<file path="src/rtl/multiword_add_sequencer.sv">
// Sequential WIDTH-bit adder: one 4-bit ripple slice per clock, LSB first, carry chained in a register.
// Optional macro MULTIWORD_ADD_SIGNED_OVF_EN adds a registered two's-complement overflow output.
module multiword_add_sequencer #(
    parameter int WIDTH = 16
) (
    input  logic             clk,
    input  logic             rst,
    input  logic             start,
    input  logic [WIDTH-1:0] a,
    input  logic [WIDTH-1:0] b,
    input  logic             cin,
    output logic             busy,
    output logic             done,
    output logic [WIDTH-1:0] sum,
`ifdef MULTIWORD_ADD_SIGNED_OVF_EN
    output logic             overflow,
`endif
    output logic             cout
);

    localparam int NUM_SLICES = WIDTH / 4;
    localparam int IDX_W      = (NUM_SLICES > 1) ? $clog2(NUM_SLICES) : 1;
    localparam int POS_W      = $clog2(WIDTH);

    typedef enum logic [1:0] {
        ST_IDLE = 2'd0,
        ST_RUN  = 2'd1,
        ST_DONE = 2'd2
    } state_t;

    function automatic logic [4:0] add_slice(input logic [3:0] x, input logic [3:0] y, input logic c);
        add_slice = {1'b0, x} + {1'b0, y} + {4'b0000, c};
    endfunction

    state_t             state_r;
    state_t             state_next_s;
    logic [WIDTH-1:0]   a_r;
    logic [WIDTH-1:0]   b_r;
    logic               carry_r;
    logic [IDX_W-1:0]   idx_r;
    logic [WIDTH-1:0]   result_r;
    logic [WIDTH-1:0]   sum_r;
    logic               cout_r;
    logic               busy_r;
    logic               done_r;
    logic [POS_W-1:0]   pos_s;
    logic [4:0]         slice_s;
    logic [WIDTH-1:0]   result_next_s;
    logic               last_s;
    logic               top_cin_s;

    assign pos_s   = POS_W'({idx_r, 2'b00});
    assign slice_s = add_slice(a_r[pos_s +: 4], b_r[pos_s +: 4], carry_r);
    assign last_s  = (idx_r == IDX_W'(NUM_SLICES - 1));
    // Carry into the MSB recovered from the top slice's sum bit.
    assign top_cin_s = a_r[WIDTH-1] ^ b_r[WIDTH-1] ^ slice_s[3];

    // Merge the current slice result into the partially built word.
    always_comb begin
        result_next_s = result_r;
        result_next_s[pos_s +: 4] = slice_s[3:0];
    end

    // Next-state decode.
    always_comb begin
        state_next_s = state_r;
        case (state_r)
            ST_IDLE: begin
                if (start) state_next_s = ST_RUN;
                else       state_next_s = ST_IDLE;
            end
            ST_RUN: begin
                if (last_s) state_next_s = ST_DONE;
                else        state_next_s = ST_RUN;
            end
            ST_DONE: begin
                if (start) state_next_s = ST_RUN;
                else       state_next_s = ST_IDLE;
            end
            default: state_next_s = ST_IDLE;
        endcase
    end

    // State register with registered status flags.
    always_ff @(posedge clk) begin
        if (rst) begin
            state_r <= ST_IDLE;
            busy_r  <= 1'b0;
            done_r  <= 1'b0;
        end else begin
            state_r <= state_next_s;
            busy_r  <= (state_next_s == ST_RUN);
            done_r  <= (state_next_s == ST_DONE);
        end
    end

    // Operand capture, slice sequencing and result load.
    always_ff @(posedge clk) begin
        if (rst) begin
            a_r      <= '0;
            b_r      <= '0;
            carry_r  <= 1'b0;
            idx_r    <= '0;
            result_r <= '0;
            sum_r    <= '0;
            cout_r   <= 1'b0;
        end else begin
            case (state_r)
                ST_IDLE, ST_DONE: begin
                    if (start) begin
                        a_r      <= a;
                        b_r      <= b;
                        carry_r  <= cin;
                        idx_r    <= '0;
                        result_r <= '0;
                    end
                end
                ST_RUN: begin
                    result_r <= result_next_s;
                    carry_r  <= slice_s[4];
                    if (last_s) begin
                        idx_r  <= '0;
                        sum_r  <= result_next_s;
                        cout_r <= slice_s[4];
                    end else begin
                        idx_r  <= idx_r + IDX_W'(1);
                    end
                end
                default: begin
                    idx_r <= '0;
                end
            endcase
        end
    end

`ifdef MULTIWORD_ADD_SIGNED_OVF_EN
    logic overflow_r;

    // Signed overflow captured with the final slice.
    always_ff @(posedge clk) begin
        if (rst) begin
            overflow_r <= 1'b0;
        end else if (state_r == ST_RUN && last_s) begin
            overflow_r <= top_cin_s ^ slice_s[4];
        end else begin
            overflow_r <= overflow_r;
        end
    end

    assign overflow = overflow_r;
`else
    logic unused_s;
    assign unused_s = top_cin_s;
`endif

    assign busy = busy_r;
    assign done = done_r;
    assign sum  = sum_r;
    assign cout = cout_r;

endmodule

</file>
<file path="config.mk">
export PLATFORM = sky130hd
export DESIGN_NAME = multiword_add_sequencer
export DESIGN_NICKNAME = d
export VERILOG_FILES = /design/src/rtl/multiword_add_sequencer.sv
export SDC_FILE = /design/constraint.sdc
export NUM_CORES = 1
export LEC_CHECK = 0
export ABC_AREA = 0
export CORE_MARGIN = 5
export CORE_UTILIZATION = 47
export DETAILED_ROUTE_END_ITERATION = 10
export PLACE_DENSITY = 0.82
export SETUP_SLACK_MARGIN = 0.5
export SYNTH_ARGS = -nofsm -noshare
export SYNTH_HDL_FRONTEND = slang
export SYNTH_SLANG_ARGS = --single-unit
</file>
<file path="constraint.sdc">
create_clock -name clk -period 2.9 [get_ports clk]
set_clock_uncertainty 0.15 [all_clocks]
set_input_delay 0.435 -clock clk [delete_from_list [all_inputs] [get_ports clk]]
set_output_delay 0.435 -clock clk [all_outputs]
set_load 0.01 [all_outputs]
</file>
### Word level (Yosys, flattened, before mapping)

Index checks and enable logic that the tools add are counted.

* output and inout port bits: 19
* word-level logic and storage cells: 41
* bits in registers: 72

* shift-type cells: 4
* equal/unequal tests: 6
* add/subtract/negate cells: 4
* reductions and logical operators: 6
* multiplexer cells: 11

Operators with widths (number)
* 16-bit one-hot mux with 2 select lines: 1
* 16-bit by 5-bit indexed part select with 4-bit output: 2
* 16-bit bitwise mux: 1
* 16-bit 2-to-1 mux: 1
* 4-bit by 6-bit variable shift with 16-bit output (first input constant): 1
* 4-bit by 6-bit indexed part select with 16-bit output: 1
* 2-bit one-hot mux with 2 select lines: 2
* 2-bit equality test (second input constant): 3
* 2-bit 2-to-1 mux: 3
* 4-bit negator with 6-bit output: 1
* 2-bit AND reduction: 3
* 4-bit by 4-bit adder with 5-bit output: 1
* 5-bit by 1-bit adder with 5-bit output: 1
* 2-bit by 1-bit equality test with 1-bit output (second input constant): 2
* 2-bit by 1-bit adder with 2-bit output (second input constant): 1
* 2-bit zero test: 1
* 1-bit 2-to-1 mux: 2
* 2-bit by 1-bit inequality test with 1-bit output (second input constant): 1
* 1-bit one-hot mux with 2 select lines: 1
* 2-bit nonzero test: 1
* 2-bit OR reduction: 1

### Longest topological paths before layout

* depth in word-level cells: 6
* mapped depth: 10
* mapped depth without buffers: 8

### Worst setup path before layout

No wires, ideal clock.

* path type: register to register
* start point: reg idx_r[0]
* end point: reg result_r[5]
* arrival: 2.858 ns
* stages on the path, launching flop included: 11
* path buffers: 2
* required time: 2.685 ns
* setup slack: -0.173 ns
* cells stage by stage: dfxtp_1 -> buf_4 -> buf_2 -> mux4_2 -> fa_1 -> inv_1 -> fa_1 -> nor2_1 -> a41oi_1 -> mux2_2 -> nor2_1

* word-level cells in the longest chain between the ends: 6

Ends and longest elaborated chain
* from (decl): line 40 `logic [IDX_W-1:0] idx_r;`
* from (signal assigned): line 126 `idx_r <= idx_r + IDX_W'(1);`
* 16-bit by 5-bit indexed part select with 4-bit output: line 53 `assign slice_s = add_slice(a_r[pos_s +: 4], b_r[pos_s +: 4], carry_r);`
* 4-bit by 4-bit adder with 5-bit output: line 32 `add_slice = {1'b0, x} + {1'b0, y} + {4'b0000, c};`
* 5-bit by 1-bit adder with 5-bit output: line 32
* 4-bit by 6-bit indexed part select with 16-bit output: line 61 `result_next_s[pos_s +: 4] = slice_s[3:0];`
* 16-bit bitwise mux (*): line 61
* 16-bit one-hot mux with 2 select lines (*): line 108 `case (state_r)`
* to (signal assigned): line 119 `result_r <= result_next_s;`
* to (decl): line 41 `logic [WIDTH-1:0] result_r;`

Mark *: on every way between the ends. The rest lies on a longest branch, timed or not.
A chain may end at the register's enable or synchronous reset.

### Worst setup path in the final report

Same ends and word-level chain as after synthesis.

==> results.ini <==
[global_routing]
antenna_found_initial=0
gr-total-overflow=0
grt_max_degree=39
grt_usage_pct=18.34
grt_pass1_wl_um=12610
first_global_vias=2726

[detailed_routing]
antenna_left=0
initialDrtViolationCount=101
wl_per_cell_um=15.42
vias=2821
drt_first_pass_iters=5
via_per_inst=5.499
drc=0
routed_wl_um=7910

[yosys]
yosysTopAreaCell=dfxtp_1
synth-async-reset-ratio_pct=0
synth-xor-area-share_pct=0.2712
syn_nets=420
synth_simple_gate_area_share_pct=20.77
synth_top_area_share_pct=44.63
synth_area_um2=3229
synth-main-ff-cell=dfxtp_1
synth_top_family_by_area=simple AND/OR/NAND/NOR gates
synth_mux_area_share_pct=7.671
synth_cells=373
synth-seq-area-share_pct=44.63
post-synth-top-count-cell=nand2_1
yosysWarnings=0
synth_common_cells=84 x nand2_1, 72 x dfxtp_1, 46 x a21oi_1
synth-seq-cells=72
synth_fa_ha_area_share_pct=4.727
synth_cell_types=38
synth_compound_area_share_pct=17.13
synth_edf_count=0
syn_area_per_cell_um2=8.658
synthTopCellsByArea=dfxtp_1 45%, nand2_1 9.8%, a21oi_1 7.1%, mux4_2 5.6%, nor2_1 3.8%

[setup_path]
criticalPathCategory=reg2reg
crit_path_end_kind=flop
cp_max_fo=4
start_kind=flop
worstPathRequired_ps=3040
worstPathArrival_ps=2780

[die]
rows=30
core_um2=6756
start_util_pct=47.80
num_io_pins=55
dieHeight_um=92.89
die_x_um=92.89
die_area_um2=8629

[cells_and_area]
syn_to_final_growth_pct=34.44
fin_util_pct=64.26
antenna_cells=0
drive_gt1_share_pct=18.48
nNetsFinal=475

[clock_tree]
postCtsHoldBufs=0
clk_pin_slew_worst_paths_ps=80
cts_root_buffer=clkbuf_8
cts_tree=done
cts_made_buffers=9
clk_path_buf_depth=2
cts.sinks=72
htreeDepth=3
clk_latency_ps=350

[timing]
hold_viol=0
post-route-period-util_pct=91.05
finalMaxSlewViolations=0
fin_setup_tns_ps=0
rsz0062_at_grt=yes
finalSetupViolCount=0
fmax_ghz=0.3787
tightest_slew_ps=708.8
relSlewSlack_pct=52.75
min_period_ps=2640

[power]
leakage_nw=1.553
ir_drop_mv=0.3057
p_per_area_nw_per_um2=545.0

[flow_run]
max_cap_viol_count=0

[placement]
dp_hpwl_um=5188
place_congestion=0.7898
portBuffers=54

[run_status]
status=completed

[worst_hold_path]
min_path_type=reg2reg

-- layer usage --
layer	GRT usage, %	share of wire, %	up-vias
li1	-	-	1397
met1	22.26	41	1319
met2	31.61	50	92
met3	3.981	6.9	13
met4	6.960	1.7	0
met5	0	0	-
-- power by group --
part	leakage [nW]	switching, mW	internal (mW)
Combinational	0.843	0.183	0.166
Sequential	0.587	0.0196	1.02
Clock	0.124	0.380	0.595
Total	1.55	0.583	1.78
-- critical path, cell delays in order (launching register included) --
cell,delay [ps]
dfxtp_4,370
mux4_2,510
fa_2,390
inv_2,70
fa_2,460
nor2_4,130
a41oi_2,140
mux2_4,280
nor2_1,80
-- timing repair --
action | CTS | global route
gates resized for setup | 3 | 26
pin swaps | 6 | 12
gates cloned | 0 | 0
endpoints found under the setup margin | 26 | 29
hold endpoints to repair | 0 | 0
setup buffers | 1 | 7
-- cells by family (layout without fill, tap and decap cells) --
family,after synthesis,count (layout)
fa+ha+maj,11,11
compound gates,88,88
xor+xnor,1,1
simple gates,152,152
mux,14,14
flops,72,72
buf+inv,35,95
-- final timing paths --
path	startpoint	endpoint	slack, ps	cells after the start
worst max register to register	idx_r[0]	result_r[5]	260	8
worst max-delay path	idx_r[0]	result_r[5]	260	8
worst min-delay path	a_r[11]	a_r[11]	300	2
worst min register to register	a_r[11]	a_r[11]	300	2
-- final cells by class --
cell class,count,area (um^2)
clock buffer,11,141.4
clock inverter,5,103.9
fill,545,2415
inverter,9,33.78
multi-input combinational,266,1813
sequential,72,1445
tap,80,100.1
timing repair buffer,70,704.4
-- sequential cells by signal, summed over array words and instances (netlist names), 2 cells and up --
signal    flops
idx_r         2
b_r          16
a_r          16
sum          16
state_r       2
result_r     16
-- per-stage QoR --
stage,cell area (um^2),hold slack (ps),worst slack [ps],std cells,power (mW)
global placement,3870,290.0,238.6,489,1.346
floorplan,3282,283.1,74.56,373,1.253
global route,4342,327.1,184.8,513,2.461
finish,4342,303.4,259.7,513,2.366
detailed placement,3870,294.4,181.8,489,1.353
CTS,4146,304.4,234.6,506,2.328
-- cell usage in the layout, fill, tap and decap left out, types with 3 or more instances in the layout --
cell,synthesis,layout
buf_4,3,11
a32oi_1,4,4
clkbuf_8,0,10
dfxtp_1,72,71
mux2_4,0,4
nand3_2,0,4
nand2b_1,4,4
nor2b_1,9,8
nor3_1,7,6
inv_1,8,7
a221oi_2,0,4
buf_12,0,3
mux4_2,8,8
a211oi_1,14,12
nor2_1,33,32
a22oi_1,3,3
ha_1,9,7
a21oi_1,46,45
o21ai_0,5,4
bufinv_16,0,3
clkdlybuf4s50_1,0,53
nand2_1,84,84
Power figures use the tool's default switching activity.
